--- src/rtl/fft_pkg.sv ---
// Shared FFT datapath types, sample packing helpers and output scaling.
// Build option R4_ROUND_EN selects round-half-up with saturation instead of floor.
package fft_pkg;

    localparam int CW   = 17;
    localparam int NGRP = 4;
    localparam int SW   = 2 * CW;
    localparam int GW   = $clog2(NGRP);

    typedef struct packed {
        logic signed [CW-1:0] re;
        logic signed [CW-1:0] im;
    } cplx_t;

    typedef struct packed {
        logic signed [CW:0] re;
        logic signed [CW:0] im;
    } cplx1_t;

    typedef struct packed {
        logic signed [CW+1:0] re;
        logic signed [CW+1:0] im;
    } cplx2_t;

    function automatic cplx_t unpack_smp(input logic [4*SW-1:0] w,
                                         input int k);
        return cplx_t'(w[k*SW +: SW]);
    endfunction

    function automatic logic [4*SW-1:0] pack_smp(input cplx_t s3,
                                                 input cplx_t s2,
                                                 input cplx_t s1,
                                                 input cplx_t s0);
        return {s3, s2, s1, s0};
    endfunction

    function automatic logic signed [CW:0] sx1(input logic signed [CW-1:0] v);
        return {v[CW-1], v};
    endfunction

    function automatic logic signed [CW+1:0] sx2(input logic signed [CW:0] v);
        return {v[CW], v};
    endfunction

    function automatic logic signed [CW-1:0] scale(input logic signed [CW+1:0] v);
`ifdef R4_ROUND_EN
        logic [CW+2:0] r;
        logic [CW:0]   t;
        r = {v[CW+1], v} + (CW+3)'(2);
        t = r[CW+2:2];
        // Only +max can round past the positive rail, but clamp both ways.
        if (t[CW] != t[CW-1])
            return t[CW] ? {1'b1, {(CW-1){1'b0}}} : {1'b0, {(CW-1){1'b1}}};
        return t[CW-1:0];
`else
        return v[CW+1:2];
`endif
    endfunction

endpackage

--- src/rtl/r4_scale.sv ---
// Scales one CW+2 bit butterfly component back to CW bits.
// Rounding/saturation follows the R4_ROUND_EN build option.
module r4_scale
    import fft_pkg::*;
(
    input  logic signed [CW+1:0] v_i,
    output logic signed [CW-1:0] s_o
);

    assign s_o = scale(v_i);

endmodule

--- src/rtl/r4_butterfly.sv ---
// Two-stage pipelined radix-4 butterfly with 1/4 scaling and frame tagging.
// Build option R4_ROUND_EN selects rounded, saturated scaling.
module r4_butterfly
    import fft_pkg::*;
(
    input  logic            clk,
    input  logic            rst_n,
    input  logic [8*CW-1:0] data_in,
    input  logic            in_flag,
    output logic [8*CW-1:0] data_out,
    output logic            out_valid,
    output logic [GW-1:0]   out_grp,
    output logic            out_last
);

    logic [GW-1:0]   cnt_q, cnt_d;
    cplx_t           x [4];
    cplx1_t          a_d, b_d, c_d, d_d;
    cplx1_t          a_q, b_q, c_q, d_q;
    logic            va_q;
    logic [GW-1:0]   ga_q;
    cplx2_t          y [4];
    logic signed [CW+1:0] full [8];
    logic signed [CW-1:0] sc [8];
    cplx_t           ys [4];
    logic [8*CW-1:0] data_d, data_q;
    logic            vb_q, lb_q;
    logic [GW-1:0]   gb_q;

    assign cnt_d = (cnt_q == GW'(NGRP-1)) ? '0 : cnt_q + GW'(1);

    always_comb begin
        for (int k = 0; k < 4; k++) x[k] = unpack_smp(data_in, k);
        a_d.re = sx1(x[0].re) + sx1(x[2].re);
        a_d.im = sx1(x[0].im) + sx1(x[2].im);
        b_d.re = sx1(x[0].re) - sx1(x[2].re);
        b_d.im = sx1(x[0].im) - sx1(x[2].im);
        c_d.re = sx1(x[1].re) + sx1(x[3].re);
        c_d.im = sx1(x[1].im) + sx1(x[3].im);
        d_d.re = sx1(x[1].re) - sx1(x[3].re);
        d_d.im = sx1(x[1].im) - sx1(x[3].im);
    end

    // X1 = b - j*d, X3 = b + j*d
    always_comb begin
        y[0].re = sx2(a_q.re) + sx2(c_q.re);
        y[0].im = sx2(a_q.im) + sx2(c_q.im);
        y[2].re = sx2(a_q.re) - sx2(c_q.re);
        y[2].im = sx2(a_q.im) - sx2(c_q.im);
        y[1].re = sx2(b_q.re) + sx2(d_q.im);
        y[1].im = sx2(b_q.im) - sx2(d_q.re);
        y[3].re = sx2(b_q.re) - sx2(d_q.im);
        y[3].im = sx2(b_q.im) + sx2(d_q.re);
        for (int k = 0; k < 4; k++) begin
            full[2*k+1] = y[k].re;
            full[2*k]   = y[k].im;
        end
    end

    for (genvar j = 0; j < 8; j++) begin : g_sc
        r4_scale u_sc (
            .v_i (full[j]),
            .s_o (sc[j])
        );
    end

    always_comb begin
        for (int k = 0; k < 4; k++) begin
            ys[k].re = sc[2*k+1];
            ys[k].im = sc[2*k];
        end
        data_d = pack_smp(ys[3], ys[2], ys[1], ys[0]);
    end

    always_ff @(posedge clk or negedge rst_n) begin
        if (!rst_n) begin
            cnt_q  <= '0;
            va_q   <= 1'b0;
            ga_q   <= '0;
            a_q    <= '0;
            b_q    <= '0;
            c_q    <= '0;
            d_q    <= '0;
            vb_q   <= 1'b0;
            lb_q   <= 1'b0;
            gb_q   <= '0;
            data_q <= '0;
        end else begin
            va_q <= in_flag;
            if (in_flag) begin
                a_q   <= a_d;
                b_q   <= b_d;
                c_q   <= c_d;
                d_q   <= d_d;
                ga_q  <= cnt_q;
                cnt_q <= cnt_d;
            end
            vb_q <= va_q;
            lb_q <= va_q && (ga_q == GW'(NGRP-1));
            if (va_q) begin
                data_q <= data_d;
                gb_q   <= ga_q;
            end
        end
    end

    assign data_out  = data_q;
    assign out_valid = vb_q;
    assign out_grp   = gb_q;
    assign out_last  = lb_q;

endmodule

--- config.mk ---
export PLATFORM = sky130hd
export DESIGN_NAME = r4_butterfly
export DESIGN_NICKNAME = d
export VERILOG_FILES = /design/src/rtl/fft_pkg.sv /design/src/rtl/r4_scale.sv /design/src/rtl/r4_butterfly.sv
export SDC_FILE = /design/constraint.sdc
export NUM_CORES = 1
export LEC_CHECK = 0
export BUFFER_PORTS_ARGS = -buffer_cell sky130_fd_sc_hd__buf_2
export CORE_AREA = 4 4 223 246
export DETAILED_ROUTE_END_ITERATION = 8
export DIE_AREA = 0 0 227 250
export PLACE_DENSITY = 0.77
export SYNTH_ARGS = -nofsm -noshare
export SYNTH_HDL_FRONTEND = slang
export SYNTH_SLANG_ARGS = --single-unit
--- constraint.sdc ---
create_clock -name clk -period 3 [get_ports clk]
set_input_delay 0.3 -clock clk [delete_from_list [all_inputs] [get_ports clk]]
set_output_delay 0.3 -clock clk [all_outputs]
set_load 0.02 [all_outputs]
==> run_results.csv <==
group,metric,value,unit
global_routing,antenna_found_initial,2,
logic_synthesis,dominantRegCellSynth,"dfrtp_1",
detailed_routing,via_per_inst,5.72,
critical_path,critPathKind,"reg -> reg",
sta,setup_ws,0.235,ns
detailed_routing,vias,21500,
detailed_routing,drt_iter0_drc,2108,
detailed_routing,wl_per_cell,19.1,um
cts,insertion_delay,0.58,ns
cts,cts_buffers,31,
critical_path,crit_arrival,3.24,ns
global_routing,grt_max_degree,130,
final_layout,layout_commonest_cell,"a21oi_1",
logic_synthesis,ys_ff_latch,285,
run,cap_violations,0,
global_routing,grt_use_met1,34.8,%
placed_design,gp_congestion,0.980,
floorplan,rows,88,
cts,clockBufferDepth,3,
global_routing,grt_pass1_wl,112000,um
logic_synthesis,yosys.cell_types.count,79,
floorplan,die_h,250,um
sta,whs,0.0266,ns
floorplan,die_w,227,um
critical_path,crit_fanout,9,
logic_synthesis,synth_area_per_cell,8.38,um2
final_layout,fin_area,27200,um2
pwr,leakage,12.7,nW
global_routing,overflow,0,
global_routing,grt.met2_usage,39.0,%
min_path,hold_class,"in -> reg",
logic_synthesis,syn_nets,3268,
pwr,vdd_ir_drop_max,0.546,mV
placed_design,place_hpwl,57100,um
placed_design,numPortBuffers,278,
sta,setup_tns,0,ns
critical_path,r2r_start,"d_q[28]",
final_layout,nets,3483,
outcome,outcome,"completed",
detailed_routing,ant_nets,0,
floorplan,start_util,45.6,%
logic_synthesis,synthCells,2848,
global_routing,first_global_vias,20400,
critical_path,crit_path_top_delay_cell,"or4_1",
critical_path,cp-endpoint,"data_out[48]",
pwr,p_per_area,798,nW/um2
cts,cts_root_buf,"clkbuf_16",
logic_synthesis,syn_area,23900,um2
final_layout,final_cell_mix,"a21oi_1, dfrtp_1, buf_2",
floorplan,die_area,56800,um2
sta,tightest_slew,0.702,ns
critical_path,rr_worst_depth,8,
critical_path,startpoint_type,"flop",
cts,clk_pin_slew,0.07,ns
critical_path,r2r_setup_slack,0.24,ns
logic_synthesis,synth_edf_count,0,
critical_path,startpoint,"d_q[28]",
sta,slew_headroom,53.1,%
logic_synthesis,synth.yosys.warnings,0,
cts,clock_sinks,285,
cts,cts_setup_buffers,0,
placed_design,place_worst_setup_slack,0.0742,ns
cts,cts_tree,"built",
placed_design,placedInstanceArea,26000,um2
detailed_routing,drt-pass1-iter-count,5,
logic_synthesis,async_flop_share,100,%
floorplan,ios,279,
critical_path,end_kind,"flop",
final_layout,final_util,51.9,%
sta,drv_slew,0,
sta,max_freq,362,MHz
global_routing,grt.met3_usage,3.07,%
detailed_routing,wirelength,71900,um
sta,finalHoldViolations,0,
critical_path,r2r-end,"data_out[48]",
critical_path,slowest_delay,0.50,ns
global_routing,grt_use_total,24.4,%
cts,cts_htree_levels,1,
logic_synthesis,ys_seq_area_share,29.9,%
critical_path,required,3.48,ns
detailed_routing,drcViolationCount,0,
sta,grt_setup_unrepaired,"no",
final_layout,layout-drive-gt1-share,16.3,%
sta,min_period_over_period,92.2,%
final_layout,area_delta_synth_final,13.8,%
sta,min_period,2.76,ns
sta,skew,0.00931,ns
sta,setup_viol,0,
critical_path,worstPathCellList,"inv_1, ha_1, nand2_1, or4_1, o21a_1, a211oi_1, nor3_1, o31ai_1",
floorplan,core,52300,um2
global_routing,busiest_layer,"met2",
-- logic make-up after synthesis --
logic type      Yosys count  share of synthesized area [%]
xor+xnor                171                           6.28
mux                      82                           3.81
buf+inv                 414                           6.56
compound gates          818                           22.2
fa+ha+maj               281                           15.0
flops                   285                           29.9
simple gates            797                           16.3
-- timing repair --
item	4_1_cts	5_1_grt
endpoints found under the setup margin	0	0
resized for setup	0	0
hold endpoints to repair	57	0
hold buffers	2	0
-- Yosys cell counts (21+ instances only) --
cell type / number / area, um2
a31oi_1: 44 / 275
mux2_2: 70 / 788
a21oi_1: 294 / 1470
a21o_1: 42 / 315
o31ai_1: 21 / 158
dfrtp_1: 285 / 7130
ha_1: 273 / 3420
or3_1: 38 / 238
nor2b_1: 37 / 231
buf_1: 27 / 101
nor2_1: 274 / 1030
nand2_1: 133 / 499
nor3_1: 72 / 360
a211oi_1: 31 / 233
xnor2_1: 139 / 1220
inv_1: 257 / 965
o21ai_0: 139 / 696
o211ai_1: 26 / 195
o21bai_1: 44 / 330
o21a_1: 23 / 173
nor4_1: 23 / 144
clkbuf_1: 120 / 450
nand3_1: 59 / 295
xor2_1: 32 / 280
nand2b_1: 50 / 313
-- sequential cells by signal, summed over array words and instances, names as in the netlist --
name       flops
a_q           36
b_q           34
c_q           35
cnt_q          2
d_q           35
data_out     136
ga_q           2
out_grp        2
out_last       1
out_valid      1
va_q           1
-- where the power goes --
group	switching [mW]	internal [mW]	total (mW)
sequential	1.01	5.18	6.19
combinational	6.87	4.44	11.3
clock	1.65	2.53	4.18
-- cell type report --
class,count,area (um2)
Antenna cell,1,2.50
Clock buffer,37,808
Clock inverter,20,298
Fill cell,4962,25100
Inverter,257,965
Multi-Input combinational cell,2149,15200
Sequential cell,285,7140
Tap cell,675,845
Timing Repair Buffer,339,1950
-- through the flow --
step           total power [mW]  instances
2_1_floorplan              13.7       2848
3_3_place_gp               17.2       3703
3_5_place_dp               17.4       3703
4_1_cts                    21.7       3762
5_1_grt                    23.0       3763
6_report                   21.7       3763
-- critical path, delay by kind of cell (launching register included) --
kind,cells,cell delay [ns]
AO/OA/AOI/OAI,3,0.93
AND/OR/NAND/NOR,3,0.75
adder cells (fa/ha/maj),1,0.48
flip-flops,1,0.40
buffers and inverters,1,0.10
-- how the worst min path moves through the flow --
stage | from | endpoint | slack [ns] | cells past startpoint
final | in_flag | a_q[16] | 0.03 | 2
after global routing | in_flag | a_q[16] | 0.04 | 2
after CTS | in_flag | a_q[16] | 0.004 | 2
after detailed placement | rst_n | data_out[74] | 0.31 | 1
after global placement | rst_n | data_out[74] | 0.30 | 1
after floorplan | rst_n | a_q[0] | 0.004 | 0
-- metal layers --
metal	up-vias	routed length, um
li1	10400	-
met1	10200	32400
met2	769	32500
met3	117	4680
met4	2	2290
met5	-	20
Power figures use the tool's default switching activity.
